### config.mk
export PLATFORM = sky130hd
export DESIGN_NAME = svdb_reg_responder
export DESIGN_NICKNAME = d
export VERILOG_FILES = /design/src/rtl/svdb_reg_rtl_pkg.sv /design/src/rtl/svdb_reg_cell.sv /design/src/rtl/svdb_reg_responder.sv
export SDC_FILE = /design/constraint.sdc
export NUM_CORES = 1
export LEC_CHECK = 0
export ABC_AREA = 1
export BUFFER_PORTS_ARGS = -buffer_cell sky130_fd_sc_hd__clkbuf_2
export CORE_AREA = 2 2 235 237
export DETAILED_ROUTE_END_ITERATION = 6
export DIE_AREA = 0 0 237 239
export SYNTH_ARGS = -nofsm -noshare
export SYNTH_HDL_FRONTEND = slang
export SYNTH_SLANG_ARGS = --single-unit
### constraint.sdc
create_clock -name clk -period 4.05 [get_ports clk]
set_clock_uncertainty 0.15 [all_clocks]
set_input_delay 0.81 -clock clk [delete_from_list [all_inputs] [get_ports clk]]
set_output_delay 0.81 -clock clk [all_outputs]
set_load 0.01 [all_outputs]
### src/rtl/svdb_reg_rtl_pkg.sv
// svdb_reg_rtl_pkg: shared access codes, response FSM states and decode helpers for the register responder
package svdb_reg_rtl_pkg;
  typedef enum logic [1:0] {ACC_RW, ACC_RO, ACC_WO} svdb_acc_e;
  typedef enum logic {ST_IDLE, ST_RESP} svdb_rsp_st_e;
  localparam int BYTE_SHIFT = 2;
  // code 2'b11 is not named and falls through as read-only
  function automatic logic acc_rd_ok(input logic [1:0] a);
    return a != ACC_WO;
  endfunction
  function automatic logic acc_wr_ok(input logic [1:0] a);
    return a == ACC_RW || a == ACC_WO;
  endfunction
endpackage

### src/rtl/svdb_reg_cell.sv
// svdb_reg_cell: one register with access policy, hw update and byte strobes (SVDB_REG_WSTRB_EN)
module svdb_reg_cell
  import svdb_reg_rtl_pkg::*;
#(
  parameter int DATA_W = 32,
  parameter logic [1:0] ACCESS = 2'b00,
  parameter logic [DATA_W-1:0] RESET = '0,
  parameter bit VOLATILE = 1'b0
) (
  input  logic              clk,
  input  logic              rst,
  input  logic              i_bus_we,
  input  logic [DATA_W-1:0] i_wdata,
  input  logic [DATA_W/8-1:0] i_wstrb,
  input  logic              i_hw_we,
  input  logic [DATA_W-1:0] i_hw_data,
  output logic [DATA_W-1:0] o_q
);
  logic [DATA_W-1:0] r_q, w_smask, w_bmask, w_hmask;
`ifdef SVDB_REG_WSTRB_EN
  for (genvar b = 0; b < DATA_W/8; b++) begin : g_strb
    assign w_smask[8*b +: 8] = {8{i_wstrb[b]}};
  end
`else
  logic w_unused_wstrb;
  assign w_unused_wstrb = ^i_wstrb;
  assign w_smask = '1;
`endif
  assign w_bmask = (i_bus_we && acc_wr_ok(ACCESS)) ? w_smask : '0;
  assign w_hmask = (VOLATILE && i_hw_we) ? ~w_bmask : '0;
  // bytes written by the bus beat a same-edge hw update; remaining bytes take hw data or hold
  always_ff @(posedge clk)
    if (rst) r_q <= RESET;
    else r_q <= (i_wdata & w_bmask) | (i_hw_data & w_hmask) | (r_q & ~(w_bmask | w_hmask));
  assign o_q = r_q;
endmodule

### src/rtl/svdb_reg_responder.sv
// svdb_reg_responder: valid/ready register-bank target with RW/RO/WO policy; byte strobes with SVDB_REG_WSTRB_EN
module svdb_reg_responder
  import svdb_reg_rtl_pkg::*;
#(
  parameter int NUM_REGS = 8,
  parameter int ADDR_W = 8,
  parameter int DATA_W = 32,
  parameter logic [NUM_REGS*2-1:0] REG_ACCESS = '0,
  parameter logic [NUM_REGS*DATA_W-1:0] REG_RESET = '0,
  parameter logic [NUM_REGS-1:0] REG_VOLATILE = '0
) (
  input  logic                       clk,
  input  logic                       rst,
  input  logic                       req_valid,
  output logic                       req_ready,
  input  logic                       req_write,
  input  logic [ADDR_W-1:0]          req_addr,
  input  logic [DATA_W-1:0]          req_wdata,
  input  logic [DATA_W/8-1:0]        req_wstrb,
  output logic                       rsp_valid,
  input  logic                       rsp_ready,
  output logic [DATA_W-1:0]          rsp_rdata,
  output logic                       rsp_err,
  input  logic [NUM_REGS-1:0]        hw_wr_en,
  input  logic [NUM_REGS*DATA_W-1:0] hw_wr_data,
  output logic [NUM_REGS*DATA_W-1:0] reg_q
);
  localparam logic [ADDR_W-1:0] LIM = ADDR_W'(NUM_REGS);
  svdb_rsp_st_e r_state;
  logic r_rsp_valid, r_err;
  logic [DATA_W-1:0] r_rdata;
  logic [ADDR_W-1:0] w_idx;
  logic w_hit, w_accept, w_err;
  logic [1:0] w_acc;
  logic [DATA_W-1:0] w_rval, w_rdata;
  logic [NUM_REGS-1:0] w_we;
  logic [DATA_W-1:0] w_q [NUM_REGS];
  assign w_idx = req_addr >> BYTE_SHIFT;
  assign w_hit = req_addr[BYTE_SHIFT-1:0] == '0 && w_idx < LIM;
  assign w_accept = req_valid && r_state == ST_IDLE;
  assign w_err = !w_hit || (req_write ? !acc_wr_ok(w_acc) : !acc_rd_ok(w_acc));
  assign w_rdata = (req_write || w_err) ? '0 : w_rval;
  // select the addressed register's policy, value and write strobe
  always_comb begin
    w_acc = ACC_RO;
    w_rval = '0;
    w_we = '0;
    for (int i = 0; i < NUM_REGS; i++)
      if (w_hit && w_idx == ADDR_W'(i)) begin
        w_acc = REG_ACCESS[2*i +: 2];
        w_rval = w_q[i];
        w_we[i] = w_accept && req_write;
      end
  end
  // response FSM: capture the result at accept, hold it until consumed
  always_ff @(posedge clk)
    if (rst) begin
      r_state <= ST_IDLE;
      r_rsp_valid <= 1'b0;
      r_rdata <= '0;
      r_err <= 1'b0;
    end else if (w_accept) begin
      r_state <= ST_RESP;
      r_rsp_valid <= 1'b1;
      r_rdata <= w_rdata;
      r_err <= w_err;
    end else if (r_state == ST_RESP && rsp_ready) begin
      r_state <= ST_IDLE;
      r_rsp_valid <= 1'b0;
    end
  assign req_ready = r_state == ST_IDLE;
  assign rsp_valid = r_rsp_valid;
  assign rsp_rdata = r_rdata;
  assign rsp_err = r_err;
  for (genvar i = 0; i < NUM_REGS; i++) begin : g_reg
    svdb_reg_cell #(
      .DATA_W(DATA_W),
      .ACCESS(REG_ACCESS[2*i +: 2]),
      .RESET(REG_RESET[DATA_W*i +: DATA_W]),
      .VOLATILE(REG_VOLATILE[i])
    ) u_cell (
      .clk(clk),
      .rst(rst),
      .i_bus_we(w_we[i]),
      .i_wdata(req_wdata),
      .i_wstrb(req_wstrb),
      .i_hw_we(hw_wr_en[i]),
      .i_hw_data(hw_wr_data[DATA_W*i +: DATA_W]),
      .o_q(w_q[i])
    );
    assign reg_q[DATA_W*i +: DATA_W] = w_q[i];
  end
endmodule

## Yosys cells after proc, flatten, opt, wreduce, memory -nomap -nowiden

Index checks and enable logic that the tools add are counted.

- Register bits after elaboration: 290
- Input bits: 313
- Output and inout port bits: 291

- $lt $le $gt $ge: 1
- Eq/ne operators: 9
- Mux-type cells: 36
- Bitwise operators: 33
- Reductions and logical operators: 22

Operator list:

| kind | number |
|---|---|
| $mux 32 | 17 |
| $and 32x32->32 | 16 |
| $not 32->32 | 8 |
| $or 32x32->32 | 8 |
| $eq 6x3->1 const B | 4 |
| $mux 1 | 13 |
| $eq 6x2->1 const B | 2 |
| $logic_and 1x1->1 | 12 |
| $mux 2 | 6 |
| $logic_not 8->1 | 1 |
| $eq 6x1->1 const B | 1 |
| $lt 6x4->1 const B | 1 |
| $logic_not 2->1 | 2 |
| $logic_not 1->1 | 3 |
| $logic_or 1x1->1 | 3 |
| $eq 2x2->1 const B | 1 |
| $ne 2x2->1 const B | 1 |
| $reduce_bool 2->1 | 1 |
| $not 1->1 | 1 |

## Longest topological paths before layout

- Word-level depth: 18
- Gate-level depth with buffers: 15

## By module

A second synthesis with hierarchy kept.

- Cell total of the unflattened synthesis: 2383
- Area total of the unflattened synthesis: 14594.0 µm²

Modules (own cells, without submodules):

| module | instances | cells each | area each (µm²) | sequential area each (µm²) |
|---|---|---|---|---|
| svdb_reg_cell | 8 | 203 | 1338.8 | 640.6 |
| svdb_reg_responder | 1 | 759 | 3883.7 | 680.7 |

## Least setup slack after synthesis

No wires, ideal clock.

- Path kind: input-to-reg
- Start: input port req_addr[7]
- End: register (tool-made name)
- Setup time: 146 ps
- Arrival time: 2024 ps
- Data required time: 3754 ps
- Setup slack: 1730 ps
- Cell stages on the path: 9
- Buffers on the path: 1
- Cell sequence: nor2_4 > nand4_4 > nor2_8 > nand3_2 > clkinv_2 > nand2_4 > buf_2 > nor2_1 > a211oi_2

RTL lines:

| what | line | text |
|---|---|---|
| start: declaration | svdb_reg_responder.sv:17 | `input logic [ADDR_W-1:0] req_addr,` |

==> flow_metrics.tcl <==
set metrics [dict create \
    via_per_inst 4.810 \
    gr-total-overflow 0 \
    dr_total_vias 13310 \
    syn-cell-area_um2 13390 \
    clkPwrFrac 0.511 \
    worst-r2r-setup-slack_ns 1.52 \
    wl_met2_um 24490 \
    p_leak_nw 6.871 \
    yosysTopAreaCell "dfxtp_1" \
    maxUsedRoutingLayer "met4" \
    yosysTopAreaCellShare 0.4336 \
    area_growth_pct 25.13 \
    yosysMostFrequentCell "nor2_1" \
    wl_per_cell_um 19.84 \
    route.met3.wl_um 5437 \
    reg2reg_depth 9 \
    r2r-start "rsp_valid$_SDFFE_PP0P_" \
    fin_nets 2354 \
    ys_seq_area_frac 0.4336 \
    max-slew-margin-rel 0.3155 \
    yosys_warnings 0 \
    swShare 0.2407 \
    worstSetupPathType "input pin to flip-flop" \
    setup_tns_ns 0 \
    grt_pass1_wl_um 80340 \
    floorplan.initialDensity 0.2464 \
    finalWirelength_um 54910 \
    final-seq-area_um2 5806 \
    drive_gt1_frac 0.2667 \
    clock_latency_ns 0.56 \
    seq_power_share 0.450 \
    cts_sinks 290 \
    ctsLongestPathBuffers 3 \
    ant_nets 0 \
    antenna_found_initial 0 \
    critPathLaunchType "input pin" \
    comb_power_share 0.039 \
    synth_fp_nets 2072 \
    grt_start_max_net_pins 111 \
    cts_hold_buffers 0 \
    dieArea_um2 56640 \
    grt_pass1_vias 12620 \
    setup_viol 0 \
    clk_pin_slew_ns 0.06 \
    critical-path-max-stage-delay_ns 0.41 \
    dp_hpwl_um 37700 \
    async_reset_ff_frac 0 \
    coreArea_um2 54340 \
    worstPathCellList "clkbuf_2 -> nor2_4 -> nand4_4 -> nor2_8 -> inv_4 -> nor2_8 -> buf_12 -> nor2_1 -> a211oi_1" \
    synthFlopType "dfxtp_1" \
    synth.avg_cell_area_um2 7.612 \
    multi_input_area_um2 6135 \
    hp-class "flip-flop to flip-flop" \
    ys_ff_latch 290 \
    io_pins 604 \
    synthCells 1759 \
    synth_edf_count 0 \
    power_switching_mw 1.529 \
    die_w_um 237 \
    fin_util 0.3083 \
    crit_start "req_addr[7]" \
    cts_tree "yes" \
    worst-endpoint-arrival_ns 3.18 \
    worst_ep_required_time_ns 4.37 \
    hold_viol 0 \
    drt_iter0_markers 701 \
    grt_setup_unrepaired "false" \
    port_buffers 335 \
    grt_usage 0.1878 \
    tightestPinTransition_ns 1.023 \
    outcome "finished clean" \
    fillers 5873 \
    die_h_um 239 \
    yosys-top-cells-area "dfxtp_1, nor2_1, nand2_1, a211oi_1, a211oi_2" \
    critical_path_peak_fanout 42 \
    m1WireLength_um 22900 \
    drv_cap 0 \
    cts_root_buf "clkbuf_16" \
    cts_setup_buffers 0 \
    cp_common_cell "nor2_8" \
    synth_common_cells "nor2_1, nand2_1, dfxtp_1" \
    cts-htree-levels 2 \
    fin_crit_sh 0.7075 \
    layout_min_cycle_time_ns 2.865 \
    cellPowerDensity_nw_per_um2 379.1 \
    place_congestion 0.9157 \
    ir_drop_mv 0.2732 \
    rows 86 \
    cts_inserted_buffers 36 \
    cp_slowest_cell "nor2_8" \
    ctsResizeCount 0 \
    drt_first_pass_iters 5 \
    timing.rr.end "rsp_rdata[7]$_SDFFE_PP0P_" \
    final-max-slew-violation-count 0 \
    endpoint_kind "flip-flop" \
    internal_power_mw 4.824 \
    synth.distinct_cells 34 \
    route.detailed.drc 0 \
    timing.fmax_mhz 349.0 \
]
[cell usage in the layout, fill, tap and decap left out, types with 29 or more instances in the layout]
| cell | netlist | layout |
|---|---|---|
| o21ai_0 | 39 | 39 |
| buf_4 | 18 | 29 |
| dfxtp_1 | 290 | 290 |
| a211oi_2 | 71 | 71 |
| inv_1 | 191 | 191 |
| clkbuf_16 | 0 | 36 |
| a21oi_1 | 78 | 78 |
| nor2_1 | 312 | 312 |
| a211oi_1 | 120 | 120 |
| nand3_1 | 135 | 135 |
| nand2_1 | 309 | 306 |
| clkbuf_2 | 0 | 334 |
[worst max-delay path: cells and delay by family]
| kind | cells | cell delay (ns) |
|---|---|---|
| and+or+nand+nor | 5 | 1.41 |
| buffers and inverters | 3 | 0.66 |
| AOI/OAI and AO/OA | 1 | 0.17 |
[worst min path at each step]
stage	from	end	depth (start not counted)
4_1_cts	rsp_rdata[16]$_SDFFE_PP0P_	rsp_rdata[16]$_SDFFE_PP0P_	2
3_5_place_dp	rsp_rdata[16]$_SDFFE_PP0P_	rsp_rdata[16]$_SDFFE_PP0P_	2
5_1_grt	rsp_rdata[16]$_SDFFE_PP0P_	rsp_rdata[16]$_SDFFE_PP0P_	2
2_1_floorplan	flip-flop	flip-flop	2
3_3_place_gp	rsp_rdata[7]$_SDFFE_PP0P_	rsp_rdata[7]$_SDFFE_PP0P_	2
6_report	rsp_rdata[16]$_SDFFE_PP0P_	rsp_rdata[16]$_SDFFE_PP0P_	2
[per-stage QoR]
stage | total power [mW] | cells | cell area [µm²] | hold slack, ns | setup WS (ns)
after floorplan | 3.044 | 1759 | 13390 | 0.3394 | 1.730
after global placement | 3.164 | 2707 | 15580 | 0.3025 | 0.6577
after detailed placement | 3.168 | 2707 | 15580 | 0.3057 | 0.6174
after CTS | 6.407 | 2766 | 16750 | 0.3140 | 1.199
after global routing | 6.521 | 2766 | 16750 | 0.3308 | 1.021
final | 6.353 | 2768 | 16750 | 0.3166 | 1.185
[power by group through the flow]
stage	logic, mW	registers (mW)	clock network, mW
after floorplan	0.121	2.92	0
after CTS	0.247	2.86	3.30
after detailed placement	0.246	2.92	0
after global routing	0.262	2.86	3.40
final	0.248	2.86	3.25
after global placement	0.242	2.92	0
[cell type report]
| type | instances | share of cell area |
|---|---|---|
| diodes | 2 | 0.0002987 |
| clock buffers | 47 | 0.05922 |
| clock inverters | 12 | 0.01045 |
| inverters | 200 | 0.04518 |
| multi-input cells | 1144 | 0.3661 |
| flip-flops and latches | 290 | 0.3465 |
| well taps | 704 | 0.05257 |
| repair buffers | 369 | 0.1196 |
[kinds of logic after synthesis]
| kind of cell | count (synthesis) | share of synthesized area |
|---|---|---|
| and+or+nand+nor | 784 | 0.2486 |
| AOI/OAI and AO/OA | 359 | 0.2078 |
| buffers and inverters | 325 | 0.1092 |
| DFF | 290 | 0.4336 |
| muxes | 1 | 0.0007476 |
[per-layer routing]
layer,vias up,track usage
li1,6338,-
met1,6328,0.2298
met2,545,0.3029
met3,102,0.06467
met4,0,0.07269
met5,-,0
(Power assumes the default switching activity.)
